--- config.mk ---
export PLATFORM = sky130hd
export DESIGN_NAME = legv8_inst_encoder
export DESIGN_NICKNAME = d
export VERILOG_FILES = /design/src/rtl/legv8_pkg.sv /design/src/rtl/legv8_field_pack.sv /design/src/rtl/legv8_inst_encoder.sv
export SDC_FILE = /design/constraint.sdc
export NUM_CORES = 1
export LEC_CHECK = 0
export CAP_MARGIN = 15
export CORE_MARGIN = 3
export CORE_UTILIZATION = 35
export DETAILED_ROUTE_END_ITERATION = 8
export SLEW_MARGIN = 10
export SYNTH_ARGS = -nofsm -noshare
export SYNTH_HDL_FRONTEND = slang
export SYNTH_SLANG_ARGS = --single-unit
--- constraint.sdc ---
create_clock -name clk -period 5.6 [get_ports clk]
set_clock_uncertainty 0.1 [all_clocks]
set_input_delay 1.4 -clock clk [delete_from_list [all_inputs] [get_ports clk]]
set_output_delay 1.4 -clock clk [all_outputs]
set_load 0.005 [all_outputs]
--- src/rtl/legv8_pkg.sv ---
// LEGv8 encoding constants shared by the instruction encoder and the CPU
// control decoder: symbolic op codes, the opcode fields for each format,
// the fixed NOP/HALT words, immediate ranges and error codes.
package legv8_pkg;

  typedef enum logic [3:0] {
    OP_NOP  = 4'd0,
    OP_LDUR = 4'd1,
    OP_STUR = 4'd2,
    OP_ADD  = 4'd3,
    OP_SUB  = 4'd4,
    OP_AND  = 4'd5,
    OP_ORR  = 4'd6,
    OP_ADDI = 4'd7,
    OP_CBZ  = 4'd8,
    OP_CBNZ = 4'd9,
    OP_B    = 4'd10,
    OP_HALT = 4'd11
  } op_e;

  // R-type and D-type opcodes (11 bits)
  localparam logic [10:0] OPC_ADD  = 11'b10001011000;
  localparam logic [10:0] OPC_SUB  = 11'b11001011000;
  localparam logic [10:0] OPC_AND  = 11'b10001010000;
  localparam logic [10:0] OPC_ORR  = 11'b10101010000;
  localparam logic [10:0] OPC_LDUR = 11'b11111000010;
  localparam logic [10:0] OPC_STUR = 11'b11111000000;
  // I-type, CB-type and B-type opcodes
  localparam logic [9:0]  OPC_ADDI = 10'b1001000100;
  localparam logic [7:0]  OPC_CBZ  = 8'b10110100;
  localparam logic [7:0]  OPC_CBNZ = 8'b10110101;
  localparam logic [5:0]  OPC_B    = 6'b000101;

  localparam logic [31:0] NOP_WORD  = 32'hD503_201F;
  localparam logic [31:0] HALT_WORD = 32'hFFE0_0000;

  // Inclusive signed immediate ranges for each format
  localparam int ADDI_IMM_MIN = 0;
  localparam int ADDI_IMM_MAX = 4095;
  localparam int D_IMM_MIN    = -256;
  localparam int D_IMM_MAX    = 255;
  localparam int CB_IMM_MIN   = -(1 << 18);
  localparam int CB_IMM_MAX   = (1 << 18) - 1;
  localparam int B_IMM_MIN    = -(1 << 25);
  localparam int B_IMM_MAX    = (1 << 25) - 1;

  localparam logic [1:0] ERR_NONE    = 2'b00;
  localparam logic [1:0] ERR_ILLEGAL = 2'b01;
  localparam logic [1:0] ERR_RANGE   = 2'b10;

  function automatic logic in_range(input logic signed [31:0] v,
                                    input int lo, input int hi);
    return (v >= lo) && (v <= hi);
  endfunction

endpackage

--- src/rtl/legv8_field_pack.sv ---
// Combinational LEGv8 field packer.
// Ports:
//   op        symbolic operation (op_e encoding, 12..15 illegal)
//   rd/rn/rm  register numbers (rd doubles as Rt for D/CB formats)
//   shamt     shift amount, used by R-type only
//   imm       two's-complement immediate/offset
//   word      packed 32-bit machine word (don't-care when flagged)
//   illegal   op is not a defined operation
//   range_err immediate does not fit the op's field
module legv8_field_pack
  import legv8_pkg::*;
(
  input  logic [3:0]  op,
  input  logic [4:0]  rd,
  input  logic [4:0]  rn,
  input  logic [4:0]  rm,
  input  logic [5:0]  shamt,
  input  logic [31:0] imm,
  output logic [31:0] word,
  output logic        illegal,
  output logic        range_err
);

  logic signed [31:0] simm;
  assign simm = imm;

  // NOTE: every output gets a default before the case so no path leaves
  // it unassigned; otherwise synthesis infers a latch.
  always_comb begin
    word      = '0;
    illegal   = 1'b0;
    range_err = 1'b0;
    case (op)
      OP_NOP:  word = NOP_WORD;
      OP_HALT: word = HALT_WORD;
      OP_ADD:  word = {OPC_ADD, rm, shamt, rn, rd};
      OP_SUB:  word = {OPC_SUB, rm, shamt, rn, rd};
      OP_AND:  word = {OPC_AND, rm, shamt, rn, rd};
      OP_ORR:  word = {OPC_ORR, rm, shamt, rn, rd};
      OP_LDUR: begin
        word      = {OPC_LDUR, imm[8:0], 2'b00, rn, rd};
        range_err = !in_range(simm, D_IMM_MIN, D_IMM_MAX);
      end
      OP_STUR: begin
        word      = {OPC_STUR, imm[8:0], 2'b00, rn, rd};
        range_err = !in_range(simm, D_IMM_MIN, D_IMM_MAX);
      end
      OP_ADDI: begin
        word      = {OPC_ADDI, imm[11:0], rn, rd};
        range_err = !in_range(simm, ADDI_IMM_MIN, ADDI_IMM_MAX);
      end
      OP_CBZ: begin
        word      = {OPC_CBZ, imm[18:0], rd};
        range_err = !in_range(simm, CB_IMM_MIN, CB_IMM_MAX);
      end
      OP_CBNZ: begin
        word      = {OPC_CBNZ, imm[18:0], rd};
        range_err = !in_range(simm, CB_IMM_MIN, CB_IMM_MAX);
      end
      OP_B: begin
        word      = {OPC_B, imm[25:0]};
        range_err = !in_range(simm, B_IMM_MIN, B_IMM_MAX);
      end
      default: illegal = 1'b1;
    endcase
  end

endmodule

--- src/rtl/legv8_inst_encoder.sv ---
// Streaming LEGv8 instruction encoder / program emitter.
// Accepts symbolic instructions on a valid/ready input, packs them into
// machine words and streams them out with sequential word addresses.
// Ports:
//   clk, rst_n                 clock, async active-low reset
//   start                      begin a program (from IDLE or DONE)
//   in_valid/in_ready          request handshake
//   in_op, in_rd, in_rn, in_rm, in_shamt, in_imm   request fields
//   out_valid/out_ready        output handshake
//   out_inst, out_addr         encoded word and its word address
//   busy, done                 RUN/DRAIN, DONE status
//   err, err_code              sticky first-error flag and cause
module legv8_inst_encoder
  import legv8_pkg::*;
#(
  parameter int ADDR_W    = 8,
  parameter int BASE_ADDR = 0
) (
  input  logic              clk,
  input  logic              rst_n,
  input  logic              start,
  input  logic              in_valid,
  output logic              in_ready,
  input  logic [3:0]        in_op,
  input  logic [4:0]        in_rd,
  input  logic [4:0]        in_rn,
  input  logic [4:0]        in_rm,
  input  logic [5:0]        in_shamt,
  input  logic [31:0]       in_imm,
  output logic              out_valid,
  input  logic              out_ready,
  output logic [31:0]       out_inst,
  output logic [ADDR_W-1:0] out_addr,
  output logic              busy,
  output logic              done,
  output logic              err,
  output logic [1:0]        err_code
);

  localparam logic [1:0] S_IDLE  = 2'd0;
  localparam logic [1:0] S_RUN   = 2'd1;
  localparam logic [1:0] S_DRAIN = 2'd2;
  localparam logic [1:0] S_DONE  = 2'd3;

  localparam logic [ADDR_W-1:0] BASE = ADDR_W'(BASE_ADDR);

  logic [1:0]        state;
  logic [ADDR_W-1:0] addr_cnt;   // address the next emitted word will get
  logic [31:0]       word;
  logic              illegal;
  logic              range_err;

  logic in_fire, out_fire, load, bad;

  legv8_field_pack u_pack (
    .op        (in_op),
    .rd        (in_rd),
    .rn        (in_rn),
    .rm        (in_rm),
    .shamt     (in_shamt),
    .imm       (in_imm),
    .word      (word),
    .illegal   (illegal),
    .range_err (range_err)
  );

  // The output register may be refilled in the same cycle it is drained,
  // which keeps one word per cycle flowing.
  assign in_ready = (state == S_RUN) && (!out_valid || out_ready);
  assign in_fire  = in_valid && in_ready;
  assign out_fire = out_valid && out_ready;
  assign load     = in_fire && !illegal && !range_err;
  assign bad      = in_fire && (illegal || range_err);

  assign busy = (state == S_RUN) || (state == S_DRAIN);
  assign done = (state == S_DONE);

  // NOTE: sequential state uses non-blocking assignments so every register
  // samples values from before the edge, independent of statement order.
  always_ff @(posedge clk or negedge rst_n) begin
    if (!rst_n) begin
      state     <= S_IDLE;
      addr_cnt  <= BASE;
      out_valid <= 1'b0;
      out_inst  <= '0;
      out_addr  <= BASE;
      err       <= 1'b0;
      err_code  <= ERR_NONE;
    end else begin
      case (state)
        S_IDLE, S_DONE: begin
          if (start) begin
            state    <= S_RUN;
            addr_cnt <= BASE;
            err      <= 1'b0;
            err_code <= ERR_NONE;
          end
        end
        S_RUN:   if (load && (in_op == OP_HALT)) state <= S_DRAIN;
        S_DRAIN: if (out_fire) state <= S_DONE;
        default: state <= S_IDLE;
      endcase

      if (load) begin
        out_valid <= 1'b1;
        out_inst  <= word;
        out_addr  <= addr_cnt;
        addr_cnt  <= addr_cnt + 1'b1;   // wraps modulo 2^ADDR_W
      end else if (out_fire) begin
        out_valid <= 1'b0;
      end

      // Only the first error since start is recorded.
      if (bad && !err) begin
        err      <= 1'b1;
        err_code <= illegal ? ERR_ILLEGAL : ERR_RANGE;
      end
    end
  end

endmodule

# == After elaboration in Yosys (flattened, before gate mapping) ==
# Cells that the tools add are included.
# op_classes
add_sub_neg,1
n_mul,0
div_mod_pow,0
order_cmp,8
eq_ne,17
shifts,0
mux,19
bitwise,0
n_reduce_logical,36
# op_table
operator,n
$pmux 32 s12,1
$ge 32x1->1 const B,1
$ge 32x19->1 const B,1
$ge 32x26->1 const B,1
$ge 32x9->1 const B,1
$le 32x13->1 const B,1
$le 32x19->1 const B,1
$le 32x26->1 const B,1
$le 32x9->1 const B,1
$mux 8,3
$eq 4x3->1 const B,4
$eq 4x4->1 const B,4
$mux 2,7
$logic_and 1x1->1,12
$reduce_or 12->1,1
$reduce_bool 2->1,5
$add 8x1->8 const B,1
$eq 4x2->1 const B,2
$logic_not 1->1,7
$mux 1,6
$pmux 2 s3,1
$reduce_or 2->1,3
$eq 2x2->1 const B,2
$eq 4x1->1 const B,1
9 further kinds,13
# totals
ff_bits,54
latch_bits,0
ramBits,0
mem_bits_ro,0
output_inout_bits,47
wordCells,88
mem_count,0

# == Longest topological paths before layout ==
# Gate-level depths: netlist (run 1).
# depth
word_depth,9
mapped_depth,8

# == Cells and area by module ==
# A second synthesis (run 1) with hierarchy kept.
# unflattened
hier_cells,417
hier_area_um2,3239.4
# by_module_without_submodules
module,n_inst,cells_each,area_per_inst_um2
legv8_inst_encoder,1,243,2268.4
legv8_field_pack,1,174,970.9

# == Worst setup path before layout (run 1) ==
# No wires, ideal clock.
# synth_path
path_kind,input port to flip-flop
from,input port in_imm[14]
to,register out_inst[0]
arrival_ps,3226
path_slack_ps,2149
stages,7
path_buffers,1
path_cell_list,or4_1 > nor3_2 > nand2_1 > o32a_4 > nor2_8 > buf_12 > mux2_4
# synth_via
elab_chain_cells,6
# synth_lines
element,line_no,rtl
from (decl),legv8_inst_encoder.sv:29,"input logic [31:0] in_imm,"
$ge 32x26->1 (tied with other cells),legv8_pkg.sv:53,return (v >= lo) && (v <= hi);
$logic_and 1x1->1,legv8_pkg.sv:53,
$logic_not 1->1 (on tied branches),-,
$pmux 1 s4 (*),legv8_field_pack.sv:33,case (op)
$logic_not 1->1 (*),legv8_inst_encoder.sv:72,assign load = in_fire && !illegal && !range_err;
$logic_and 1x1->1 (*),legv8_inst_encoder.sv:72,
to (signal assigned),legv8_inst_encoder.sv:106,out_inst <= word;
to (decl),legv8_inst_encoder.sv:32,"output logic [31:0] out_inst,"
# Mark *: on every way between the ends. The rest lies on a longest branch, timed or not.
# A chain may end at the register's enable or synchronous reset.

# == Worst setup path after layout (run 1) ==
# layout_path
from,input port in_imm[20]
to,register out_addr[0]
# layout_via
elab_chain_cells,6
# layout_lines
element,line_no,rtl
$ge 32x26->1 (tied with other cells),legv8_pkg.sv:53,
$logic_and 1x1->1,legv8_pkg.sv:53,
$logic_not 1->1 (on tied branches),-,
$pmux 1 s4 (*),legv8_field_pack.sv:33,
$logic_not 1->1 (*),legv8_inst_encoder.sv:72,
$logic_and 1x1->1 (*),legv8_inst_encoder.sv:72,
to (signal assigned),legv8_inst_encoder.sv:107,out_addr <= addr_cnt;
to (decl),legv8_inst_encoder.sv:33,"output logic [ADDR_W-1:0] out_addr,"
# Marked as above.

==> results.toml, run 1 <==
[run_status]
status = "completed"

[power]
power.leakage_uw = 0.001797
power_uw = 1602
power_density_mw_per_mm2 = 354.1
peakVddDrop_uv = 159.5

[final_layout]
final_cells = 551
utilization_pct = 51.13
area_delta_synth_final_pct = 39.51
multi_input_comb_area_sq_mm = 0.001750
n_antenna_cell = 0
nNetsFinal = 508
fillers = 810
drive_above_1_share_pct = 12.19
final-seq-area_sq_mm = 0.001351

[floorplan]
die_x_um = 102.3
die_h_um = 102.3
row_count = 34
die-area_sq_mm = 0.01046
pin_count = 109
initial_core_util_pct = 36.65
coreArea_sq_mm = 0.008848

[cts]
cts_hold_buffers = 0
cts_buffer_depth = 2
htreeDepth = 2
post_cts_buffers = 0
clk_pin_slew_ns = 0.10
ctsResizeCount = 0
clock_sinks = 54
cts-root-buf = "clkbuf_8"
cts_inserted_buffers = 5
cts_tree = "yes"
clkLatencyLatePin_ns = 0.31

[placement]
io_buffer_count = 108
place_hpwl_um = 7865
finalWeightedCongestion = 0.9458
placedCellCount = 543

[critical_path]
slowest_stage = "o32ai_4"
max_stage_delay_ns = 0.71
crit_buf_inv = 2
crit_path_end_kind = "register"
required_ns = 5.71
r2r_slack_ns = 3.19
path_depth = 8
crit_type = "in2reg"
crit_top_cell = "nand2_1"
timing.rr.start = "state[1]"
reg2regPathDepth = 6
crit_arrival_ns = 4.29
path_cells = "clkdlybuf4s50_1 > nor4_1 > and4_1 > nand2_1 > o32ai_4 > nand2_1 > buf_4 > mux2_4"
crit_family = "simple AND/OR/NAND/NOR gates"
cp-start-kind = "input port"
startpoint = "in_imm[20]"
crit_path_max_fanout = 16
worstSetupEndpoint = "out_addr[0]"
timing.rr.end = "out_inst[13]"

[synth]
synth-simple-area-share_pct = 16.44
synth_edf_count = 0
synthAdderAreaFrac_pct = 1.543
synth_top_cell_area_share_pct = 41.67
synth_xor_area_share_pct = 0.5401
synth_commonest_cells = "dfrtp_1 (54), o21ai_0 (40), nand2_1 (37), nor2_1 (25), a21oi_1 (24)"
syn_avg_cell_area_sq_um = 9.539
yosys_warnings = 0
synth_ff_type = "dfrtp_1"
ys_async_sr_fraction_pct = 100.0
synth-seq-cells = 54
synth_compound_area_share_pct = 26.66
synth_cell_type_count = 53
ys_seq_area_share_pct = 41.67
synth_top_family_by_area = "compound AO/OA/AOI/OAI gates"
syn_area_sq_mm = 0.003243
muxShareOfSynthArea_pct = 8.796
postSynthCellCount = 340
synth_most_common_cell = "dfrtp_1"
synth.area.top_cells = "dfrtp_1 (42%), o21ai_0 (6.2%), mux2_4 (5.1%)"
synth_top_area_cell = "dfrtp_1"
synth_fp_nets = 406

[global_routing]
grt_pass1_wl_um = 16640
grt_max_degree = 55
antenna_found_initial = 0
grt_pass1_vias = 3146
grt-ovfl-total = 0
grt_usage_pct = 20.34

[detailed_routing]
num_vias = 3168
ant_nets = 0
drtPass1Iterations = 7
dr.first_iter.drc_count = 251
drcViolationCount = 0
avgRoutedWirePerCell_um = 18.99
wl_um = 10460
viasPerCell = 5.750

[timing]
period_share_pct = 74.74
fmax_ghz = 0.2389
whs_ns = 0.4160
hold_viol_final = 0
rsz0062_at_grt = "no"
finalSetupViolCount = 0
tightest_slew_ns = 0.9861
fin_crit_ns = 4.186
maxSlewHeadroom_pct = 34.02
fin_setup_tns_ns = 0
maxSlewViolCount = 0

[run]
max_cap_viol_count = 0

[hold_path]
hp-class = "reg2reg"
cell type report:
| cell class | count | share of cell area [%] |
|---|---|---|
| Multi-Input combinational cell | 256 | 38.69 |
| Tap cell | 108 | 2.987 |
| Clock inverter | 2 | 0.8573 |
| Inverter | 10 | 0.8296 |
| Sequential cell | 54 | 29.87 |
| Clock buffer | 6 | 1.825 |
| Timing Repair Buffer | 115 | 24.94 |
metrics by stage:
| stage | instance area (sq um) | setup slack [ns] |
|---|---|---|
| floorplan | 3243 | 2.149 |
| global placement | 4403 | 1.257 |
| detailed placement | 4403 | 1.188 |
| CTS | 4524 | 1.448 |
| global route | 4524 | 1.326 |
| finish | 4524 | 1.414 |
how the worst min path moves through the flow:
stage / slack [ns] / cells after the start / from / end
floorplan: 0.40 / 2 / out_inst[23] / out_inst[23]
global placement: 0.40 / 1 / out_inst[17] / out_inst[17]
detailed placement: 0.40 / 1 / out_inst[3] / out_inst[3]
CTS: 0.42 / 1 / out_inst[3] / out_inst[3]
global route: 0.44 / 1 / out_inst[3] / out_inst[3]
finish: 0.42 / 1 / out_inst[3] / out_inst[3]
kinds of logic (layout without fill, tap and decap cells):
logic type / Yosys count / after routing
AND/OR/NAND/NOR: 107 / 107
buffers and inverters: 30 / 133
multiplexers: 22 / 22
adder cells (fa/ha/maj): 4 / 4
AO/OA/AOI/OAI: 121 / 121
flip-flops: 54 / 54
XOR/XNOR: 2 / 2
worst register-to-register path, stage by stage, from the launching register on:
cell and delay (ns):
dfrtp_1 0.42, inv_1 0.07, ha_1 0.19, nand3_1 0.22, a211o_2 0.47, nor2_8 0.42, mux2_2 0.41
sequential cells by signal (all words and copies together), names as in the netlist:
signal / count
err: 1
out_valid: 1
addr_cnt: 8
err_code: 2
state: 2
out_addr: 8
out_inst: 32
per-layer routing:
layer	vias up	track usage [%]	wire length (um)
li1	1494	-	-
met2	138	32.13	5032
met1	1523	28.57	4612
met4	0	6.054	169
met5	-	0	0
met3	13	3.549	648
where the power goes:
part | internal [uW] | switching [uW] | total, uW
combinational | 431 | 265 | 696
sequential | 532 | 93.3 | 625
clock | 147 | 134 | 282
cell usage in the layout (no fill, tap or decap), types with 3 or more instances in the layout:
cell,n
inv_1,8
nand2b_1,3
a21oi_1,24
a22o_1,5
ha_1,4
a31oi_1,5
clkbuf_8,6
a222oi_1,16
nand2_1,37
buf_4,7
o21ai_0,40
nor3_1,4
nor3_2,3
mux2i_1,3
a41oi_1,6
clkdlybuf4s50_1,107
a221o_1,3
dfrtp_1,54
nand4_1,5
nand3_1,10
and2_1,5
nor4_1,4
mux2_2,8
or2_2,3
nor2_1,25
mux2_4,11
Power figures use the tool's default switching activity.
==> run 2, diff against run 1 <==
clock period = 4.2 ns   (was 5.6 ns; I/O delays follow)
==> run 2 against run 1 <==
Net effect:
- count of clock-buffer cells in the layout down 1
- non-clock buffer count up 8
- cell count up 1.5%
- global-route usage down 0.15 points
- sequential share of layout area down 0.36 points
- via count up 1.2%
- cell area up 1.2%
- critical endpoint is now addr_cnt[2]
- core utilization up 0.62 points
- total power up 33%
- worst hold slack better by 0.0023 ns
- largest power group unchanged
- worst setup slack worse by 0.85 ns
==> results.toml, run 2 (synthesis gave the netlist of run 1 again) <==
[run_status]
status = "completed"

[timing]
fin_setup_tns_ns = 0
tightest_slew_ns = 0.7125
fmax_ghz = 0.2749
maxSlewHeadroom_pct = 52.32
hold_viol_final = 0
whs_ns = 0.4183
rsz0062_at_grt = "no"
maxSlewViolCount = 0
finalSetupViolCount = 0
fin_crit_ns = 3.637
period_share_pct = 86.60
fin_ws_ns = 0.5628

[cts]
ctsResizeCount = 0
cts_hold_buffers = 0
cts_inserted_buffers = 5
cts_buffer_depth = 2
cts_tree = "yes"
clk_pin_slew_ns = 0.11
cts-root-buf = "clkbuf_8"
clock_sinks = 54
post_cts_buffers = 0
htreeDepth = 2
clkLatencyLatePin_ns = 0.31

[floorplan]
die_h_um = 102.3
row_count = 34
die-area_sq_mm = 0.01046
initial_core_util_pct = 36.65
die_x_um = 102.3
pin_count = 109
coreArea_sq_mm = 0.008848

[final_layout]
final_common_cell = "clkdlybuf4s50_1"
fillers = 823
final-seq-area_sq_mm = 0.001351
nNetsFinal = 516
multi_input_comb_area_sq_mm = 0.001750
largest-register = "out_inst"
area_delta_synth_final_pct = 41.20
drive_above_1_share_pct = 13.75
reg_top3 = "out_inst x32, addr_cnt x8, out_addr x8"
final_cell_mix = "clkdlybuf4s50_1 (107), dfrtp_1 (54), o21ai_0 (40)"
n_antenna_cell = 0
design_area_sq_mm = 0.004579
largest_register_ffs = 32

[detailed_routing]
viasPerCell = 5.733
met1_length_um = 4746
avgRoutedWirePerCell_um = 18.70
drtPass1Iterations = 8
wl_um = 10450
ant_nets = 0
dr_wl_met2_um = 4993
dr.first_iter.drc_count = 243
drcViolationCount = 0
num_vias = 3205
top_layer_used = "met4"
routed-wl-met3_um = 561

[placement]
finalWeightedCongestion = 0.8701
dpl_cell_area_sq_mm = 0.004463
dpl_worst_slack_ns = 0.2585
place_hpwl_um = 7948
io_buffer_count = 108

[global_routing]
grt_pass1_wl_um = 16570
grt_usage_pct = 20.19
antenna_found_initial = 0
grt_max_degree = 31
grt_pass1_vias = 3243
grt-ovfl-total = 0

[critical_path]
cp-start-kind = "input port"
crit_path_end_kind = "register"
required_ns = 4.32
path_cells = "clkdlybuf4s50_1 > nor4_1 > and4_1 > nand2_1 > o32ai_4 > nand2_1 > buf_4 > o221ai_1"
crit_type = "in2reg"
crit_arrival_ns = 3.76
slowest_stage = "clkdlybuf4s50_1"
crit_top_cell = "nand2_1"
max_stage_delay_ns = 0.57
crit_path_max_fanout = 11

[power]
peakVddDrop_uv = 235.2
power_density_mw_per_mm2 = 466.1
power.leakage_uw = 0.001833

[hold_path]
hp-class = "reg2reg"

[run]
max_cap_viol_count = 0
-- run 2: cell count changes in the layout (fill, tap and decap cells not counted), sizes merged --
| cell | delta |
|---|---|
| buf | +8 |
| clkbuf | -1 |
| clkinv | +1 |
-- run 2: area by class of cell --
class                   count  share of cell area (%)
repair buffers            123                   25.96
multi-input cells         256                   38.22
well taps                 108                   2.951
clock inverters             3                   1.038
clock buffers               5                   1.503
inverters                  10                  0.8197
flip-flops and latches     54                   29.51
-- run 2: worst max-delay path, delay by kind of cell --
family / cells / cell delay (ns)
AO/OA/AOI/OAI: 2 / 0.66
AND/OR/NAND/NOR: 4 / 1.17
buffers and inverters: 2 / 0.87
-- run 2: worst paths after layout --
kind / from / to / slack [ns] / depth (start not counted)
setup reg to reg: state[1] / out_inst[13] / 1.91 / 6
min in group asynchronous: rst_n / addr_cnt[0] / 0.63 / 1
max in group asynchronous: rst_n / out_inst[22] / 2.53 / 2
hold reg to reg: out_addr[4] / out_addr[4] / 0.42 / 1
hold / removal: out_addr[4] / out_addr[4] / 0.42 / 1
setup / recovery: in_imm[31] / addr_cnt[2] / 0.56 / 8
-- run 2: power breakdown --
group / internal (uW) / leakage [uW] / switching [uW]
clock network: 181 / 0.0000587 / 186
logic: 582 / 0.00109 / 353
registers: 709 / 0.000687 / 124
-- run 2: routing by layer --
layer | up-vias | global-route usage (%)
li1 | 1510 | -
met4 | 0 | 5.146
met2 | 125 | 33.38
met5 | - | 0
met3 | 12 | 3.481
met1 | 1558 | 27.48
-- run 2: through the flow --
stage / cells / total power (uW) / util (%)
6_report: 559 / 2134 / 51.75
5_1_grt: 559 / 2279 / 51.75
4_1_cts: 559 / 2165 / 51.75
3_5_place_dp: 551 / 1787 / 50.44
3_3_place_gp: 551 / 1772 / 50.44
2_1_floorplan: 340 / 1203 / -
